File: src/rtl/compound_peer.sv
// compound_peer: request/response initiator issuing NUM_TXN transactions, one outstanding at a time.
// Latency: a request is offered the cycle after start/previous response; each handshake takes >= 1 cycle.
// Backpressure: req_out is held stable with notify high until req_out_sync; responses are accepted only in WAIT_RSP.
//
// Ports:
//   clk, rst (async active-low)  - clock and reset
//   start                        - begin a run (ignored while busy)
//   req_out / req_out_notify / req_out_sync - request channel (notify = valid, sync = ready)
//   rsp_in / rsp_in_sync / rsp_in_notify    - response channel (sync = valid, notify = ready)
//   busy, done                   - run status
//   txn_count, err_count         - completed transactions / response mismatches (saturating)
//   last_rsp                     - most recently captured response
// Optional feature macro: COMPOUND_PEER_CHECK_EN enables response checking into err_count.

package compound_peer_pkg;
  typedef enum logic {
    MODE_READ  = 1'b0,
    MODE_WRITE = 1'b1
  } mode_e;

  typedef struct packed {
    mode_e              mode;
    logic signed [31:0] x;
    logic               y;
  } compound_t;
endpackage

module compound_peer
  import compound_peer_pkg::*;
#(
  parameter int unsigned        NUM_TXN  = 16,
  parameter logic signed [31:0] X_START  = 32'sd0,
  parameter logic signed [31:0] X_OFFSET = 32'sd1
) (
  input  logic        clk,
  input  logic        rst,
  input  logic        start,
  output compound_t   req_out,
  input  logic        req_out_sync,
  output logic        req_out_notify,
  input  compound_t   rsp_in,
  input  logic        rsp_in_sync,
  output logic        rsp_in_notify,
  output logic        busy,
  output logic        done,
  output logic [15:0] txn_count,
  output logic [15:0] err_count,
  output compound_t   last_rsp
);

  localparam logic [15:0] NUM_TXN_W = NUM_TXN[15:0];

  typedef enum logic [1:0] {
    IDLE     = 2'd0,
    SEND     = 2'd1,
    WAIT_RSP = 2'd2,
    DONE     = 2'd3
  } state_e;

  state_e      r_state;
  state_e      w_state_nxt;
  compound_t   r_req;
  compound_t   w_req_nxt;
  compound_t   r_last_rsp;
  compound_t   w_last_nxt;
  logic [15:0] r_txn_count;
  logic [15:0] w_txn_nxt;
  logic [15:0] w_txn_inc;
  logic        r_req_notify;
  logic        r_rsp_notify;
  logic        r_busy;
  logic        r_done;
  logic        w_req_xfer;
  logic        w_rsp_xfer;
  logic        w_clr_err;
  logic signed [31:0] w_x_inc;

  // Notify registers are high exactly while in the owning state, so they
  // double as the state qualifiers for the handshakes.
  assign w_req_xfer = r_req_notify & req_out_sync;
  assign w_rsp_xfer = r_rsp_notify & rsp_in_sync;

  assign w_txn_inc = (r_txn_count == 16'hFFFF) ? r_txn_count : r_txn_count + 16'd1;
  assign w_x_inc   = r_req.x + 32'sd1;

  always_comb begin
    w_state_nxt = r_state;
    w_req_nxt   = r_req;
    w_last_nxt  = r_last_rsp;
    w_txn_nxt   = r_txn_count;
    w_clr_err   = 1'b0;
    case (r_state)
      IDLE, DONE: begin
        if (start) begin
          w_txn_nxt      = 16'd0;
          w_clr_err      = 1'b1;
          w_req_nxt.mode = MODE_WRITE;
          w_req_nxt.x    = X_START;
          w_req_nxt.y    = X_START[0];
          w_state_nxt    = (NUM_TXN == 0) ? DONE : SEND;
        end
      end
      SEND: begin
        if (w_req_xfer) begin
          w_state_nxt = WAIT_RSP;
        end
      end
      WAIT_RSP: begin
        if (w_rsp_xfer) begin
          w_last_nxt = rsp_in;
          w_txn_nxt  = w_txn_inc;
          if (w_txn_inc == NUM_TXN_W) begin
            w_state_nxt = DONE;
          end else begin
            w_state_nxt    = SEND;
            w_req_nxt.x    = w_x_inc;
            w_req_nxt.y    = w_x_inc[0];
            w_req_nxt.mode = (r_req.mode == MODE_WRITE) ? MODE_READ : MODE_WRITE;
          end
        end
      end
      default: begin
        w_state_nxt = IDLE;
      end
    endcase
  end

  always_ff @(posedge clk or negedge rst) begin
    if (!rst) begin
      r_state      <= IDLE;
      r_req        <= '{mode: MODE_READ, x: 32'sd0, y: 1'b0};
      r_last_rsp   <= '{mode: MODE_READ, x: 32'sd0, y: 1'b0};
      r_txn_count  <= 16'd0;
      r_req_notify <= 1'b0;
      r_rsp_notify <= 1'b0;
      r_busy       <= 1'b0;
      r_done       <= 1'b0;
    end else begin
      r_state      <= w_state_nxt;
      r_req        <= w_req_nxt;
      r_last_rsp   <= w_last_nxt;
      r_txn_count  <= w_txn_nxt;
      r_req_notify <= (w_state_nxt == SEND);
      r_rsp_notify <= (w_state_nxt == WAIT_RSP);
      r_busy       <= (w_state_nxt == SEND) || (w_state_nxt == WAIT_RSP);
      r_done       <= (w_state_nxt == DONE);
    end
  end

`ifdef COMPOUND_PEER_CHECK_EN
  logic [15:0]        r_err_count;
  logic signed [31:0] w_exp_x;
  logic               w_rsp_bad;

  // r_req still holds the outstanding request while in WAIT_RSP.
  assign w_exp_x   = r_req.x + X_OFFSET;
  assign w_rsp_bad = (rsp_in.x != w_exp_x) || (rsp_in.mode != r_req.mode) ||
                     (rsp_in.y != rsp_in.x[0]);

  always_ff @(posedge clk or negedge rst) begin
    if (!rst) begin
      r_err_count <= 16'd0;
    end else if (w_clr_err) begin
      r_err_count <= 16'd0;
    end else if (w_rsp_xfer && w_rsp_bad && (r_err_count != 16'hFFFF)) begin
      r_err_count <= r_err_count + 16'd1;
    end
  end

  assign err_count = r_err_count;
`else
  logic w_unused;
  assign w_unused  = ^{X_OFFSET, w_clr_err};
  assign err_count = 16'd0;
`endif

  assign req_out        = r_req;
  assign req_out_notify = r_req_notify;
  assign rsp_in_notify  = r_rsp_notify;
  assign busy           = r_busy;
  assign done           = r_done;
  assign txn_count      = r_txn_count;
  assign last_rsp       = r_last_rsp;

endmodule

File: config.mk
export PLATFORM = sky130hd
export DESIGN_NAME = compound_peer
export DESIGN_NICKNAME = d
export VERILOG_FILES = /design/src/rtl/compound_peer.sv
export SDC_FILE = /design/constraint.sdc
export NUM_CORES = 1
export LEC_CHECK = 0
export CAP_MARGIN = 25
export CORE_MARGIN = 5
export CORE_UTILIZATION = 40
export CTS_CLUSTER_SIZE = 30
export DETAILED_ROUTE_END_ITERATION = 16
export PLACE_DENSITY = 0.69
export SYNTH_ARGS = -nofsm -noshare
export SYNTH_HDL_FRONTEND = slang
export SYNTH_SLANG_ARGS = --single-unit
File: constraint.sdc
create_clock -name clk -period 4.36 [get_ports clk]
set_clock_uncertainty 0.2 [all_clocks]
set_input_delay 0.872 -clock clk [delete_from_list [all_inputs] [get_ports clk]]
set_output_delay 0.872 -clock clk [all_outputs]
set_load 0.01 [all_outputs]
== After elaboration in Yosys (flattened, before gate mapping) ==
Index checks and enable logic that the tools add are counted.

* Bitwise logic cells: 2
* $add $sub $neg: 2
* Equality and inequality tests: 11
* Multiplexer cells: 14
* Reduce and logical (&&, ||, !) cells: 7

{| class="wikitable"
|+ Operator list
! operator !! count
|-
| 34-bit 2-to-1 mux || 3
|-
| 34-bit case mux with 2 select lines || 1
|-
| 16-bit 2-to-1 mux || 3
|-
| 32-bit by 2-bit adder with 32-bit output (second input constant) || 1
|-
| 16-bit case mux with 2 select lines || 1
|-
| 16-bit by 1-bit adder with 16-bit output (second input constant) || 1
|-
| 16-bit == test (second input constant) || 1
|-
| 16-bit by 5-bit == test with 1-bit output (second input constant) || 1
|-
| 2-bit == test (second input constant) || 4
|-
| 2-bit 2-to-1 mux || 4
|-
| 2-bit != test (second input constant) || 3
|-
| 2-bit case mux with 3 select lines || 1
|-
| 2-bit by 1-bit == test with 1-bit output (second input constant) || 2
|-
| 4-bit AND reduction || 1
|-
| 3-bit AND reduction || 1
|-
| 1-bit bitwise AND || 2
|-
| 2-bit logical NOT || 1
|-
| 2-bit AND reduction || 1
|-
| 2-bit nonzero test || 1
|-
| 2-bit OR reduction || 1
|-
| 1-bit logical OR || 1
|-
| 1-bit 2-to-1 mux || 1
|}

* Output and inout bits: 104
* Logic and storage cells: 48
* Flip-flop bits (word level): 90

== Depth between registers and ports, before layout ==
* Word-level depth: 8
* Mapped depth: 10
* Gate-level depth less buffers: 10

== Worst setup path after synthesis ==
No wires, ideal clock.

* Path kind: register -> register
* From: register r_txn_count[0] (netlist: txn_count[0])
* To: register r_busy (netlist: busy)
* Cell stages (with the launch flop): 11
* Period minus slack after synthesis: 2.932 ns
* Required time: 4.047 ns
* Arrival time: 2.619 ns
* Path buffers: 0
* Setup slack: 1.428 ns
* Library setup time: 0.113 ns
* Path through: dfrtp_1 > ha_1 > nand3_1 > nor4_4 > nor3_1 > nor4_2 > nand4_1 > nor3_1 > nor2_1 > ha_1 > inv_1

* Cells in the longest elaborated chain, start to end: 8

{| class="wikitable"
|+ Ends and longest elaborated chain
! item !! line !! text
|-
| start: declaration || 66 || <nowiki>logic [15:0] r_txn_count;</nowiki>
|-
| start signal: assignment || 142 || <nowiki>r_txn_count <= w_txn_nxt;</nowiki>
|-
| 16-bit by 1-bit adder with 16-bit output / 16-bit == test (equally long branches) || 83 || <nowiki>assign w_txn_inc = (r_txn_count == 16'hFFFF) ? r_txn_count : r_txn_count + 16'd1;</nowiki>
|-
| 16-bit 2-to-1 mux (*) || 83 ||
|-
| 16-bit by 5-bit == test with 1-bit output (*) || 112 || <nowiki>if (w_txn_inc == NUM_TXN_W) begin</nowiki>
|-
| 2-bit 2-to-1 mux (*) || 112 ||
|-
| 2-bit 2-to-1 mux (*) || 109 || <nowiki>if (w_rsp_xfer) begin</nowiki>
|-
| 2-bit case mux with 3 select lines (*) || 92 || <nowiki>case (r_state)</nowiki>
|-
| 2-bit by 1-bit == test with 1-bit output / 2-bit == test (equally long branches) || 145 || <nowiki>r_busy <= (w_state_nxt == SEND) || (w_state_nxt == WAIT_RSP);</nowiki>
|-
| 1-bit logical OR (*) || 145 ||
|-
| end signal: assignment || 145 ||
|-
| end: declaration || 71 || <nowiki>logic r_busy;</nowiki>
|}

Every way passes the cells marked *; elsewhere a longest branch is shown, timed or not.
A chain may end at the register's enable or synchronous reset.

== Worst setup path after layout ==
* From: register r_txn_count[0] (netlist: txn_count[0])
* To: register r_req, in the netlist req_out[30]

* Cells in the longest elaborated chain, start to end: 5

{| class="wikitable"
|+ Ends and longest elaborated chain
! item !! line !! text
|-
| 16-bit by 1-bit adder with 16-bit output / 16-bit == test (equally long branches) || 83 ||
|-
| 16-bit 2-to-1 mux (*) || 83 ||
|-
| 16-bit by 5-bit == test with 1-bit output (*) || 112 ||
|-
| 2-bit != test (no source line) (*) || - ||
|-
| 4-bit AND reduction (no source line) (*) || - ||
|-
| end signal: assignment || 131 || <nowiki>r_req <= '{mode: MODE_READ, x: 32'sd0, y: 1'b0};</nowiki>
|-
| end signal: assignment || 140 || <nowiki>r_req <= w_req_nxt;</nowiki>
|-
| end: declaration || 62 || <nowiki>compound_t r_req;</nowiki>
|}

Marked as above.

==> impl_results.md <==
- TritonRoute pass-1 iters: 5
- I/O Buffers: between 100 and 150
- Largest family of logic cells by synthesized area: simple AND/OR/NAND/NOR gates
- Area grow syn2layout: 33.6%
- Power per Cell Area: approximately 420 nW/um^2
- Cell count after synthesis: 531
- H-Tree Depth: 3
- Starting Density: 0.406
- Die width: approximately 120 microns
- Worst Tran Pin Value: roughly 0.87 ns
- Critical Path Source Type: flip-flop
- Clock tree buffer depth: 2
- Post-synthesis xor/xnor area fraction: 0.00862
- Via density: 5.76
- CTS buffer count: 9
- PostCTS Resize Cnt: 0
- Dominant cells by area after synthesis: dfrtp_1, mux2_2, nand2_1
- Worst-Skew Late Latency: 0.34 ns
- Clk slew on worst S/H paths: approximately 0.060 ns
- Rel. slew slack: 0.423
- Synth Warn #: 0
- Post-synthesis mux area share: 0.0860
- Status: complete, no violations
- RSZ-0062 raised after global routing: no
- Vias: 4,730
- Commonest cells after routing, fill and taps aside: clkdlybuf4s50_1, dfrtp_1, nand2_1
- WL per Instance: about 18 microns
- GPL Wtd Cong: between 0.9 and 1
- Post-route worst setup slack: ~1 ns
- Die ar.: 15,100 sq um
- Filler cells: between 1,000 and 1,500
- Top-area cell type share of the netlist area: 0.439
- Achievable Freq: 298 MHz
- Compound-gate portion of the synthesized area: 0.161
- Fin crit period: 3.36 ns
- CTS tree: yes
- Setup violations, final: 0
- Multi-input logic area: 2600 sq um
- Reg area: 2230 sq um
- Core area: 12,500 sq um
- CP endpoint kind: flip-flop
- Max-cap violations: 0
- Root buffer cell: clkbuf_16
- Hold Fails Final Rpt: 0
- Crit path DAT: 3.39 ns
- CP required: 4.39 ns
- Seq/Total Area, Yosys: 0.439
- Iter 0 DRT Violations: about 390
- Initial antenna violation count: 0
- Post-CTS setup buffer count: 0
- Post-synthesis adder-cell area fraction: 0.0172
- CTS Sinks: just under 90
- Seq cells post-synth: slightly below 90
- Ant. Diodes: 0
- Largest net degree at the start of global routing: 67
- Row count: 41
- Final period utilization: 0.770
- Total negative slack: 0 ns
- Crit path max fanout: 12
- Min-Delay Path Class: flip-flop to flip-flop
- Number of synthesized flops with an enable pin: 0
- Gr usage total: 0.200
- Post-Route WL: ~15,000 microns
- Post-Syn Area: about 5100 sq um
- Hold Buf Count CTS: 0
- Die height: 123 microns
- Most common library cell in the layout ignoring fill and taps: clkdlybuf4s50_1
- Critical path class: flip-flop to flip-flop
- Average cell area after synthesis: approximately 9.6 sq um
- Share of cells above drive strength 1: 0.112
- Layout net count: slightly below 700
- Final Max Slew Viols: 0
- Fraction of registers with async set/reset: 1.00
- Worst slack at placement: around 0.93 ns
- Ports: 143
- Simple-gate share of the synthesized area: 0.227
- Maximum VDD drop: slightly below 0.0003 V
- Total congestion overflow: 0
- Main flop type after synthesis: dfrtp_1
- Antenna viol nets, final: 0
- DRC Markers: 0
- Yosys top cell by area: dfrtp_1
- First-pass GRT wire length: approximately 24,000 microns
- Post-detail-place hpwl: approximately 10,000 microns
- Cell variety after synth: around 60
- Leak Pwr: approximately 2.8 nW
- Vias in the first global route: around 4,800
-- per-stage QoR --
stage / util / total power [mW] / cell area (sq um) / std cells / hold WS, ns
2_1_floorplan: - / 1.52 / 5130 / 546 / 0.350
3_3_place_gp: 0.513 / 1.91 / 6420 / 806 / 0.288
3_5_place_dp: 0.513 / 1.94 / 6420 / 806 / 0.295
4_1_cts: 0.542 / 2.90 / 6790 / 821 / 0.309
5_1_grt: 0.542 / 3.04 / 6790 / 821 / 0.328
6_report: 0.542 / 2.88 / 6790 / 821 / 0.305
-- cells in the mapped netlist (all sizes together) (2+ instances only) --
| master | number |
|---|---|
| and2 | 6 |
| nor2 | 26 |
| a22o | 2 |
| a41oi | 3 |
| o311ai | 9 |
| ha | 7 |
| and3 | 20 |
| nor3 | 26 |
| dfrtp | 89 |
| and4 | 9 |
| a311oi | 3 |
| o211ai | 13 |
| nand3 | 25 |
| nor2b | 4 |
| a21oi | 31 |
| a211o | 2 |
| o31ai | 6 |
| nand3b | 3 |
| clkbuf | 20 |
| a211oi | 3 |
| a21o | 2 |
| buf | 27 |
| nand2b | 4 |
| nand2 | 49 |
| or4 | 3 |
| a31oi | 14 |
| inv | 12 |
| mux2 | 37 |
| or3 | 6 |
| or2 | 2 |
| nand4 | 18 |
| mux2i | 2 |
| a221o | 5 |
| xor2 | 3 |
| xnor2 | 2 |
| o311a | 2 |
| o21ai | 20 |
| nor4 | 6 |
-- sequential cells by signal, summed over array words and instances, names as in the netlist --
signal / count
req_out: 33
done: 1
last_rsp: 34
txn_count: 16
rsp_in_notify: 1
busy: 1
req_out_notify: 1
r_state: 2
-- cells by family after synthesis --
family / count (synthesis)
XOR/XNOR: 5
flip-flops: 89
buffers and inverters: 60
AND/OR/NAND/NOR: 208
other: 1
AO/OA/AOI/OAI: 122
multiplexers: 39
adder cells (fa/ha/maj): 7
-- area by class of cell --
class                      count  area share
clock buffer                  10      0.0352
sequential                    89       0.328
timing repair buffer         135       0.195
clock inverter                 5      0.0188
inverter                      13     0.00719
multi-input combinational    397       0.383
tap                          172      0.0317
-- critical path: stages (launching register included) --
cell and delay (ns):
dfrtp_1 0.44, ha_1 0.29, nand3_1 0.29, nor4_4 0.09, buf_4 0.18, o21a_1 0.21, nor4_2 0.39, nand4_1 0.43
buf_4 0.33, and3_1 0.15, a221o_1 0.26
-- worst paths after layout --
path / to / depth (start not counted) / start / slack [ns]
max in group asynchronous: txn_count[6] / 2 / rst / 2.63
worst min-delay path: last_rsp[29] / 1 / last_rsp[29] / 0.30
worst min register to register: last_rsp[29] / 1 / last_rsp[29] / 0.30
worst max register to register: req_out[30] / 10 / txn_count[0] / 1.00
min in group asynchronous: req_out[13] / 1 / rst / 0.44
worst max-delay path: req_out[30] / 10 / txn_count[0] / 1.00
-- report_power, final --
part | switching (mW) | internal [mW]
Combinational | 0.569 | 0.380
Sequential | 0.0579 | 0.921
Clock | 0.320 | 0.630
-- metal layers --
layer  part of all wire  vias to the layer above  GRT usage
li1                   -                     2184          -
met1               0.41                     2299      0.255
met2               0.47                      218      0.308
met3              0.097                       29     0.0682
met4              0.025                        0     0.0861
met5                  0                        -          0
Note: power is estimated with default switching activity, not from simulation.
==> patch, RTL diff (same settings) <==
`NUM_TXN`: 16 -> 12.
--- a/src/rtl/compound_peer.sv
+++ b/src/rtl/compound_peer.sv
@@ -29,5 +29,5 @@
   import compound_peer_pkg::*;
 #(
-  parameter int unsigned        NUM_TXN  = 16,
+  parameter int unsigned        NUM_TXN  = 12,
   parameter logic signed [31:0] X_START  = 32'sd0,
   parameter logic signed [31:0] X_OFFSET = 32'sd1
Function: no difference found for any inputs over 10 cycles, from zero or initial values and one cycle with rst low; that may be too few to reach the edited logic, so the function may still have changed.
==> patch against the unedited design <==
Routed wire length fell by 3.4%. Sequential cell count unchanged. Clock power shrank 16%. Worst setup slack worse by 0.062 ns. Design area shrank 1.2%. Global-route usage is 0.19 points lower. Area after synthesis grew 0.44%. Power up 20%. Critical path depth decreased by 2. Core utilization fell by 0.87 points. Critical path type unchanged. Critical endpoint is now req_out[2]. Largest cell class unchanged.
==> patch: results (changes against the unedited design) <==
The flow ran to the end, and the final reports show no timing, DRC or antenna violations. The run gives 7140 um (was 6780 um) as the met2 routed wirelength. Leading cell types by count after synthesis: 89 x dfrtp_1, 49 x nand2_1, 35 x mux2_2 (was 89 x dfrtp_1, 49 x nand2_1, 37 x mux2_2). The multiplexer fraction of the synthesized cell area came out at 8.31% (was 8.60%). The critical-path maximum fanout came out at 13 (was 12). Master of the slowest instance on the critical path: nor4_2 (was dfrtp_1). The run gives 25.3% (was 25.5%) as the routing usage on met1.

Routed length per instance: 17.4 um (was 17.8 um). The worst hold margin was 0.304 ns (was 0.305 ns); the final cell count without fillers was 809 (was 821). Post-synthesis cell count: 525 (was 531). The stage delay of the slowest cell on the critical path is 0.49 ns (was 0.44 ns), and the path depth of the worst reg2reg path is 8 (was 10). The tools report the total length of routed met3 wires as 725 um (was 1410 um). The leakage power figure was 2.77 nW (was 2.83 nW). The placed cell area is 6400 um2 (was 6420 um2), and the worst vdd rail ir drop is 0.000326 V (was 0.000294 V). For the met2 capacity usage during global routing, the log shows 33.3% (was 30.8%). The DRC violation total after the first TritonRoute iteration was 425 (was 391).

The complex-gate fraction of the synthesized area came out at 16.6% (was 16.1%). The sequential element share of the synthesized area was 43.7% (was 43.9%). The run gives 61 (was 59) as the count of cell types in the netlist.

The actual transition at the worst max-transition pin works out to 0.827 ns (was 0.866 ns). The layout net count is 678 (was 691). The number of cells in the design after placement is 793 (was 806), and the detailed-router iteration count before antenna repair is 5 (unchanged). The post-synthesis adder-cell area fraction was 1.72% (about the same). The share of the synthesized netlist area taken by xor and xnor gates was 0.515% (was 0.862%); the placer's final routability congestion estimate was 0.843 (was 0.902). Worst setup path endpoint: req_out[2] (was req_out[30]). The tools report the met3 layer usage reported by global route as 3.75% (was 6.82%). The via count of the first global-routing pass came out at 4574 (was 4804). The routed length on met1 is 5910 um (was 6030 um). The tools report the terminating pin of the worst hold path as last_rsp[28] (was last_rsp[29]). The share of layout cells above drive strength 1 was 11.9% (was 11.2%). The reg2reg setup slack was 0.94 ns (was 1.00 ns); the via density per instance was 5.62 (was 5.76).

The class of the worst hold path is flip-flop to flip-flop (unchanged). The later pin in the worst-skew pair is clocked with a latency of 0.35 ns. The run gives 2.25 mW (was 1.93 mW) as the internal power.

The tools report the placement-stage worst setup slack as 0.959 ns (was 0.926 ns). The hold path startpoint is last_rsp[28] (was last_rsp[29]). The largest net degree at the start of global routing was 64 (was 67); the overall track demand over capacity in global routing was 19.8% (was 20.0%). Top cells by area in the synthesized netlist: dfrtp_1 44%, mux2_2 7.7%, nand2_1 3.6% (was dfrtp_1 44%, mux2_2 8.2%, nand2_1 3.6%).

The wire length of the first global-routing pass came out at 23800 um (was 24000 um). Data arrival time at the worst-slack endpoint: 3.45 ns (was 3.39 ns).
==> patch: cell types whose count changed after synthesis, sizes merged, moves of 4 or more <==
cell	change
a21o	+4
a21oi	-10
a31oi	+5
and2	-4
and4	-4
buf	+4
inv	-4
nand3	+4
nand3b	+8
nor3	-20
nor3b	+6
o21ai	+10
o311ai	-4
==> patch: area by class of cell <==
class                           instances  area (um2)
Clock buffer                           11         243
Clock inverter                          5        63.8
Fill cell                            1145        5860
Inverter                                8        30.0
Multi-Input combinational cell        389        2600
Sequential cell                        89        2230
Tap cell                              172         215
Timing Repair Buffer                  135        1330
==> patch: power by group through the flow <==
stage / clock network (mW) / logic, mW / registers [mW]
floorplan: 0 / 0.639 / 1.32
global placement: 0 / 1.41 / 1.23
detailed placement: 0 / 1.44 / 1.25
CTS: 0.824 / 1.45 / 1.24
global route: 0.860 / 1.57 / 1.28
finish: 0.802 / 1.43 / 1.24
